`src/rtl/vga_pkg.sv`:
```
// vga_pkg: timing constants, vertical FSM state type and colour codes for the VGA
// colour datapath. Also has a small window-decode helper.
package vga_pkg;

    // 640x480 @ 60 Hz from a 50 MHz system clock
    localparam int unsigned VGA_CLK_DIV         = 2;
    localparam int unsigned VGA_H_SYNC          = 96;
    localparam int unsigned VGA_H_BP            = 48;
    localparam int unsigned VGA_H_ACTIVE        = 640;
    localparam int unsigned VGA_H_FP            = 16;
    localparam int unsigned VGA_V_SYNC          = 2;
    localparam int unsigned VGA_V_BP            = 33;
    localparam int unsigned VGA_V_ACTIVE        = 480;
    localparam int unsigned VGA_V_FP            = 10;
    localparam int unsigned VGA_FRAMES_PER_STEP = 60;

    localparam int unsigned VGA_H_TOTAL = VGA_H_SYNC + VGA_H_BP + VGA_H_ACTIVE + VGA_H_FP;
    localparam int unsigned VGA_V_TOTAL = VGA_V_SYNC + VGA_V_BP + VGA_V_ACTIVE + VGA_V_FP;

    // Raster counters are 10 bits, so each total must stay <= 1024
    localparam int unsigned CNT_W = 10;

    typedef enum logic [1:0] {
        V_SYNC_S,
        V_BACK_S,
        V_ACT_S,
        V_FRONT_S
    } vstate_e;

    // Colour codes understood by the bit generator's switches input
    typedef enum logic [2:0] {
        RED      = 3'b000,
        GREEN    = 3'b001,
        BLUE     = 3'b010,
        YELLOW   = 3'b011,
        BABYBLUE = 3'b100,
        PINK     = 3'b101,
        WHITE    = 3'b110
    } color_e;

    // True when lo <= pos < hi (unsigned)
    function automatic logic in_window(input logic [CNT_W-1:0] pos,
                                       input int unsigned lo,
                                       input int unsigned hi);
        return (32'(pos) >= lo) && (32'(pos) < hi);
    endfunction

endpackage

```
`src/rtl/vga_timing_ctrl_if.sv`:
```
// vga_timing_ctrl_if: bundles the timing controller's board inputs and raster outputs.
//   switches      raw board switches (asynchronous)
//   auto_mode     auto colour-cycle request
//   pix_en        one-clk strobe per pixel
//   hcount/vcount raster position
//   hsync/vsync   active-low syncs
//   display_pixel visible-window flag
//   frame_start   one-clk strobe at raster origin
//   color_sel     colour code to the bit generator
// master: the timing controller. slave: the consumer / board side.
interface vga_timing_ctrl_if;
    import vga_pkg::*;

    logic [2:0]       switches;
    logic             auto_mode;
    logic             pix_en;
    logic [CNT_W-1:0] hcount;
    logic [CNT_W-1:0] vcount;
    logic             hsync;
    logic             vsync;
    logic             display_pixel;
    logic             frame_start;
    logic [2:0]       color_sel;

    modport master (
        input  switches, auto_mode,
        output pix_en, hcount, vcount, hsync, vsync, display_pixel, frame_start, color_sel
    );

    modport slave (
        output switches, auto_mode,
        input  pix_en, hcount, vcount, hsync, vsync, display_pixel, frame_start, color_sel
    );

endinterface

```
`src/rtl/vga_sync_2ff.sv`:
```
// vga_sync_2ff: two-flop synchroniser for slow asynchronous level inputs.
//   clk  system clock
//   rst  asynchronous reset, active-high (outputs clear to 0)
//   d    asynchronous input, WIDTH bits
//   q    synchronised output, two clks of latency
module vga_sync_2ff #(
    parameter int unsigned WIDTH = 1
) (
    input  logic             clk,
    input  logic             rst,
    input  logic [WIDTH-1:0] d,
    output logic [WIDTH-1:0] q
);

    logic [WIDTH-1:0] meta_q;
    logic [WIDTH-1:0] sync_q;

    always_ff @(posedge clk or posedge rst) begin
        if (rst) begin
            meta_q <= '0;
            sync_q <= '0;
        end else begin
            meta_q <= d;
            sync_q <= meta_q;
        end
    end

    assign q = sync_q;

endmodule

```
`src/rtl/vga_timing_ctrl.sv`:
```
// vga_timing_ctrl: VGA raster sequencer and frame-synchronous colour-select register.
//   clk  system clock (50 MHz for the default timing)
//   rst  asynchronous reset, active-high
//   bus  vga_timing_ctrl_if.master: switches/auto_mode in; pix_en, hcount, vcount, hsync,
//        vsync, display_pixel, frame_start, color_sel out
// All raster outputs are registered and decoded from the next-count values, so they change
// together on the clk that pix_en is high.
// Build option: define VGA_AUTOCYCLE_EN to enable auto colour cycling driven by auto_mode;
// otherwise auto_mode is ignored and color_sel follows the switches at each frame start.
module vga_timing_ctrl
    import vga_pkg::*;
#(
    parameter int unsigned CLK_DIV         = VGA_CLK_DIV,
    parameter int unsigned H_SYNC          = VGA_H_SYNC,
    parameter int unsigned H_BP            = VGA_H_BP,
    parameter int unsigned H_ACTIVE        = VGA_H_ACTIVE,
    parameter int unsigned H_FP            = VGA_H_FP,
    parameter int unsigned V_SYNC          = VGA_V_SYNC,
    parameter int unsigned V_BP            = VGA_V_BP,
    parameter int unsigned V_ACTIVE        = VGA_V_ACTIVE,
    parameter int unsigned V_FP            = VGA_V_FP,
    parameter int unsigned FRAMES_PER_STEP = VGA_FRAMES_PER_STEP
) (
    input  logic             clk,
    input  logic             rst,
    vga_timing_ctrl_if.master bus
);

    localparam int unsigned H_TOTAL    = H_SYNC + H_BP + H_ACTIVE + H_FP;
    localparam int unsigned V_TOTAL    = V_SYNC + V_BP + V_ACTIVE + V_FP;
    localparam int unsigned H_ACT_LO   = H_SYNC + H_BP;
    localparam int unsigned H_ACT_HI   = H_ACT_LO + H_ACTIVE;
    localparam int unsigned V_ACT_LO   = V_SYNC + V_BP;
    localparam int unsigned V_FRONT_LO = V_ACT_LO + V_ACTIVE;
    localparam int unsigned DIV_W      = (CLK_DIV > 1) ? $clog2(CLK_DIV) : 1;

    // Pixel-clock divider
    logic [DIV_W-1:0] div_q, div_d;
    logic             tick;

    // Raster counters
    logic [CNT_W-1:0] h_q, h_d;
    logic [CNT_W-1:0] v_q, v_d;
    logic             h_wrap, v_wrap;

    vstate_e vstate_q, vstate_d;

    // Registered outputs
    logic pix_en_q;
    logic hsync_q, hsync_d;
    logic vsync_q, vsync_d;
    logic disp_q, disp_d;
    logic fs_q, fs_d;
    logic [2:0] color_q, color_d;

    logic [2:0] sw_sync;

    vga_sync_2ff #(
        .WIDTH(3)
    ) u_sync_sw (
        .clk(clk),
        .rst(rst),
        .d  (bus.switches),
        .q  (sw_sync)
    );

    // The divider's last count is the clk on which every raster register advances
    assign tick  = (div_q == DIV_W'(CLK_DIV - 1));
    assign div_d = tick ? '0 : div_q + 1'b1;

    assign h_wrap = (h_q == CNT_W'(H_TOTAL - 1));
    assign v_wrap = (v_q == CNT_W'(V_TOTAL - 1));

    always_comb begin
        h_d = h_q;
        v_d = v_q;
        if (tick) begin
            if (h_wrap) begin
                h_d = '0;
                v_d = v_wrap ? '0 : v_q + 1'b1;
            end else begin
                h_d = h_q + 1'b1;
            end
        end
    end

    // Only the wrap back to the origin raises frame_start, never the post-reset (0,0)
    assign fs_d = tick & h_wrap & v_wrap;

    // Vertical FSM: moves only on a line wrap, keyed on the line being entered
    always_comb begin
        vstate_d = vstate_q;
        if (tick && h_wrap) begin
            case (vstate_q)
                V_SYNC_S:  if (v_d == CNT_W'(V_SYNC))     vstate_d = V_BACK_S;
                V_BACK_S:  if (v_d == CNT_W'(V_ACT_LO))   vstate_d = V_ACT_S;
                V_ACT_S:   if (v_d == CNT_W'(V_FRONT_LO)) vstate_d = V_FRONT_S;
                V_FRONT_S: if (v_d == '0)                 vstate_d = V_SYNC_S;
                default:                                  vstate_d = V_SYNC_S;
            endcase
        end
    end

    // Decode from next-state values so syncs line up with the counters
    always_comb begin
        hsync_d = (32'(h_d) >= H_SYNC);
        vsync_d = (vstate_d != V_SYNC_S);
        disp_d  = (vstate_d == V_ACT_S) && in_window(h_d, H_ACT_LO, H_ACT_HI);
    end

`ifdef VGA_AUTOCYCLE_EN
    localparam int unsigned FC_W = (FRAMES_PER_STEP > 1) ? $clog2(FRAMES_PER_STEP) : 1;

    logic            auto_sync;
    logic [FC_W-1:0] fc_q, fc_d;

    vga_sync_2ff #(
        .WIDTH(1)
    ) u_sync_auto (
        .clk(clk),
        .rst(rst),
        .d  (bus.auto_mode),
        .q  (auto_sync)
    );

    always_comb begin
        color_d = color_q;
        fc_d    = fc_q;
        if (fs_d) begin
            if (auto_sync) begin
                if (fc_q == FC_W'(FRAMES_PER_STEP - 1)) begin
                    fc_d    = '0;
                    color_d = color_q + 3'd1;  // 7 rolls over to 0
                end else begin
                    fc_d = fc_q + 1'b1;
                end
            end else begin
                fc_d    = '0;
                color_d = sw_sync;
            end
        end
    end

    always_ff @(posedge clk or posedge rst) begin
        if (rst) begin
            fc_q <= '0;
        end else begin
            fc_q <= fc_d;
        end
    end
`else
    logic unused_auto;
    assign unused_auto = bus.auto_mode;

    always_comb begin
        color_d = color_q;
        if (fs_d) begin
            color_d = sw_sync;
        end
    end
`endif

    always_ff @(posedge clk or posedge rst) begin
        if (rst) begin
            div_q    <= '0;
            h_q      <= '0;
            v_q      <= '0;
            vstate_q <= V_SYNC_S;
            pix_en_q <= 1'b0;
            hsync_q  <= 1'b0;
            vsync_q  <= 1'b0;
            disp_q   <= 1'b0;
            fs_q     <= 1'b0;
            color_q  <= RED;
        end else begin
            div_q    <= div_d;
            h_q      <= h_d;
            v_q      <= v_d;
            vstate_q <= vstate_d;
            pix_en_q <= tick;
            hsync_q  <= hsync_d;
            vsync_q  <= vsync_d;
            disp_q   <= disp_d;
            fs_q     <= fs_d;
            color_q  <= color_d;
        end
    end

    assign bus.pix_en        = pix_en_q;
    assign bus.hcount        = h_q;
    assign bus.vcount        = v_q;
    assign bus.hsync         = hsync_q;
    assign bus.vsync         = vsync_q;
    assign bus.display_pixel = disp_q;
    assign bus.frame_start   = fs_q;
    assign bus.color_sel     = color_q;

endmodule
```
`src/flat_wrapper.sv`:
```
// flat-port wrapper written by rule: the top's interface ports become plain ports
module vga_timing_ctrl_flat import vga_pkg::*;
#(
    parameter int unsigned CLK_DIV         = VGA_CLK_DIV,
    parameter int unsigned H_SYNC          = VGA_H_SYNC,
    parameter int unsigned H_BP            = VGA_H_BP,
    parameter int unsigned H_ACTIVE        = VGA_H_ACTIVE,
    parameter int unsigned H_FP            = VGA_H_FP,
    parameter int unsigned V_SYNC          = VGA_V_SYNC,
    parameter int unsigned V_BP            = VGA_V_BP,
    parameter int unsigned V_ACTIVE        = VGA_V_ACTIVE,
    parameter int unsigned V_FP            = VGA_V_FP,
    parameter int unsigned FRAMES_PER_STEP = VGA_FRAMES_PER_STEP
)
  (clk, rst, bus_switches, bus_auto_mode, bus_pix_en, bus_hcount, bus_vcount, bus_hsync, bus_vsync, bus_display_pixel, bus_frame_start, bus_color_sel);
  vga_timing_ctrl_if bus_i ();
  input  logic clk;
  input  logic rst;
  input wire logic [$bits(bus_i.switches)-1:0] bus_switches;
  input wire logic [$bits(bus_i.auto_mode)-1:0] bus_auto_mode;
  output wire logic [$bits(bus_i.pix_en)-1:0] bus_pix_en;
  output wire logic [$bits(bus_i.hcount)-1:0] bus_hcount;
  output wire logic [$bits(bus_i.vcount)-1:0] bus_vcount;
  output wire logic [$bits(bus_i.hsync)-1:0] bus_hsync;
  output wire logic [$bits(bus_i.vsync)-1:0] bus_vsync;
  output wire logic [$bits(bus_i.display_pixel)-1:0] bus_display_pixel;
  output wire logic [$bits(bus_i.frame_start)-1:0] bus_frame_start;
  output wire logic [$bits(bus_i.color_sel)-1:0] bus_color_sel;
  assign bus_i.switches = bus_switches;
  assign bus_i.auto_mode = bus_auto_mode;
  assign bus_pix_en = bus_i.pix_en;
  assign bus_hcount = bus_i.hcount;
  assign bus_vcount = bus_i.vcount;
  assign bus_hsync = bus_i.hsync;
  assign bus_vsync = bus_i.vsync;
  assign bus_display_pixel = bus_i.display_pixel;
  assign bus_frame_start = bus_i.frame_start;
  assign bus_color_sel = bus_i.color_sel;
  vga_timing_ctrl #(.CLK_DIV(CLK_DIV), .H_SYNC(H_SYNC), .H_BP(H_BP), .H_ACTIVE(H_ACTIVE), .H_FP(H_FP), .V_SYNC(V_SYNC), .V_BP(V_BP), .V_ACTIVE(V_ACTIVE), .V_FP(V_FP), .FRAMES_PER_STEP(FRAMES_PER_STEP)) u_core (.clk(clk), .rst(rst), .bus(bus_i));
endmodule
```
`config.mk`:
```
export PLATFORM = sky130hd
export DESIGN_NAME = vga_timing_ctrl_flat
export DESIGN_NICKNAME = d
export VERILOG_FILES = /design/src/rtl/vga_pkg.sv /design/src/rtl/vga_timing_ctrl_if.sv /design/src/rtl/vga_sync_2ff.sv /design/src/rtl/vga_timing_ctrl.sv /design/src/flat_wrapper.sv
export SDC_FILE = /design/constraint.sdc
export NUM_CORES = 1
export LEC_CHECK = 0
export ABC_AREA = 0
export ABC_CLOCK_PERIOD_IN_PS = 3900
export CAP_MARGIN = 10
export CORE_ASPECT_RATIO = 0.5
export CORE_MARGIN = 2
export CORE_UTILIZATION = 25
export CTS_BUF_LIST = sky130_fd_sc_hd__clkbuf_8 sky130_fd_sc_hd__clkbuf_16
export CTS_CLUSTER_DIAMETER = 120
export CTS_CLUSTER_SIZE = 25
export DETAILED_ROUTE_END_ITERATION = 8
export GPL_ROUTABILITY_DRIVEN = 1
export PLACE_DENSITY_LB_ADDON = 0.05
export SLEW_MARGIN = 20
export SYNTH_ARGS = -nofsm -noshare
export SYNTH_HDL_FRONTEND = slang
export SYNTH_HIERARCHICAL = 1
export SYNTH_SLANG_ARGS = --single-unit
```
`constraint.sdc`:
```
create_clock -name clk -period 3.9 [get_ports clk]
set_input_delay 0.585 -clock clk [delete_from_list [all_inputs] [get_ports clk]]
set_output_delay 0.585 -clock clk [all_outputs]
set_load 0.1 [all_outputs]
```
==> metrics <==
count leader, synth dfrtp_1; antenna violations before repair 0; Syn Inst Count 194; top cells by count, synth dfrtp_1, nand2_1, inv_1; setup TNS 0 ns; Max Cap Violations 0; RSZ-0062 raised after global routing false; Crit Path Max Fanout 8; clk sinks 37; Residual DRC 0; row count 22; clk_lat worst skew 0.28 ns; Synth area leaders dfrtp_1, nand2_1, inv_1; Hold Vio Cnt, Final 0; GRT overflow 0; crit end category register; DR vias 1596; placer congestion estimate 0.773; core area 7430 um^2; relative slew slack 0.351; Synth top area share 0.476; hold path depth 0; fillers 766; Setup CP Type register to register; Max Freq 314 MHz; vias per cell 4.85; sequential area share after synthesis 0.476; P_leak 0.00109 uW; Die X 129 um; fin crit period 3.18 ns; Required @ worst endpoint 4.07 ns; ant diodes 0; worst hold start u_core/u_sync_sw/meta_q[0]; Starting Density 0.261; leading area contributor after synthesis dfrtp_1; Slew Limit Fails 0; Post-synth ARST share 1.00; Tcrit/Tclk final 0.817; PD cells 337 nW/um^2; Num CTS Buffers 5; first-pass GRT wire length 8500 um; placed insts 321; Avg WL per Cell 15.2 um; First DRT Iteration DRCs 91; postcts setup bufs 0; VDD IR max 115 uV; Layout Nets 241; root buffer cell clkbuf_16; CTS resizes 0; CTS clk-pin slew, worst paths 0.06 ns; Post-synth EDFFs 0; Area after DPL 2390 um^2; Clock Skews 0.00235 ns; data arrival time of the worst path 3.36 ns; R2R Path Start u_core/bus.hcount[0]; FF-to-FF End u_core/bus.display_pixel; Post-DRT Antenna Nets 0; Boundary Pins 34; FF-to-FF setup slack 0.72 ns; GRT Total Usage 0.132; r2r worst-path depth 8; worst hold-check path type register to register; # hold bufs at CTS 0; Primary FF master, synth dfrtp_1; ratio of cells with drive above 1 in the final layout 0.116; Syn Area/Cell 10.0 um^2; DP Wirelength 3580 um; Setup-failing EPs final 0; Seq cells post-synth 37; area delta synth->final 31.9%; Design Area, Final 2560 um^2; Hold EP u_core/u_sync_sw/q[0]; Ys Warns 6; H-tree levels 2; type of origin of the critical path register; clock buffer depth 2; worst slew pin tran 0.971 ns; detailed-router iteration count before antenna repair 7; status completed; drt total wl 5020 um; I/O Buffers 32; syn_nets 203; die footprint 8540 um^2; Final Non-Filler Cells 329; vias in the first global route 1595; die height 66.3 um; TritonCTS clock tree built; synthesized area 1940 um^2; count of different cell masters after synthesis 53; pin count of the biggest net entering global routing 32
## final cells by class
cell class | count | area [um^2] | share of cell area
inverter | 14 | 52.6 | 0.0205
clock buffer | 5 | 125 | 0.0488
multi-input combinational | 138 | 946 | 0.369
tap | 96 | 120 | 0.0469
timing repair buffer | 36 | 350 | 0.137
clock inverter | 3 | 42.5 | 0.0166
sequential | 37 | 926 | 0.361
## registers in the layout (all words and copies together) (netlist names)
name,count
u_core/bus.vsync,1
u_core/bus.vcount,10
u_core/u_sync_sw/meta_q,3
u_core/div_q,1
u_core/vstate_q,2
u_core/bus.color_sel,3
u_core/u_sync_sw/q,3
u_core/bus.hsync,1
u_core/bus.hcount,10
u_core/bus.display_pixel,1
u_core/bus.frame_start,1
u_core/bus.pix_en,1
## through the flow
step           worst slack, ns   util  power (uW)  hold WS, ns
2_1_floorplan            0.543      -         400        0.331
3_3_place_gp             0.717  0.322         408        0.331
3_5_place_dp             0.697  0.322         408        0.336
4_1_cts                  0.683  0.345         879        0.350
5_1_grt                  0.424  0.345         903        0.358
6_report                 0.716  0.345         864        0.351
## worst max path at each step
stage,startpoint,end,slack (ns),depth (start not counted)
2_1_floorplan,u_core/bus.hcount[0],u_core/bus.display_pixel,0.54,8
3_3_place_gp,u_core/bus.hcount[0],u_core/bus.display_pixel,0.72,8
3_5_place_dp,u_core/bus.hcount[0],u_core/bus.display_pixel,0.70,8
4_1_cts,u_core/bus.hcount[0],u_core/bus.display_pixel,0.68,8
5_1_grt,u_core/bus.hcount[0],u_core/bus.display_pixel,0.42,8
6_report,u_core/bus.hcount[0],u_core/bus.display_pixel,0.72,8
## critical path: stages (launching register included)
cell and delay [ns]:
dfrtp_1 0.40, ha_1 0.27, and4b_1 0.25, nand3_1 0.35, a221o_1 0.53, a2111oi_4 0.35, nand4_1 0.17, o311a_1 0.41
a2111oi_2 0.33
## cell families after synthesis
family / after synthesis / share of synthesized area
buffers and inverters: 19 / 0.0367
DFF: 37 / 0.476
adders and majority gates: 3 / 0.0193
xor gates and xnor gates: 10 / 0.0451
AOI/OAI and AO/OA: 46 / 0.187
and+or+nand+nor: 75 / 0.213
muxes: 4 / 0.0225
## metal layers
metal	share of wire	global-route usage	vias to the layer above
li1	-	-	790
met5	0	0	-
met3	0.054	0.0405	4
met2	0.42	0.198	41
met1	0.51	0.182	761
met4	0.0092	0.0408	0
## power by group
part	switching (uW)	total, uW	internal [uW]	leakage [uW]
registers	0.624	388	387	0.000489
clock network	163	463	300	0.0000852
logic	8.37	12.6	4.28	0.000517
## placed cells by master (no fill, tap or decap), drive strengths merged, types with 3 or more instances in the layout
cell type,synthesis,layout
mux2,3,3
nor3,9,9
nand2,21,21
and2,3,3
clkdlybuf4s50,0,32
xor2,4,4
dfrtp,37,37
nand3,8,8
or3,3,3
a211oi,3,3
a21o,4,4
inv,14,15
a21oi,5,5
ha,3,3
nor2,11,11
xnor2,6,6
o21ai,12,12
buf,0,4
clkbuf,5,5
and3,3,3
nand4,5,5
Note: power is estimated with default switching activity, not from simulation.
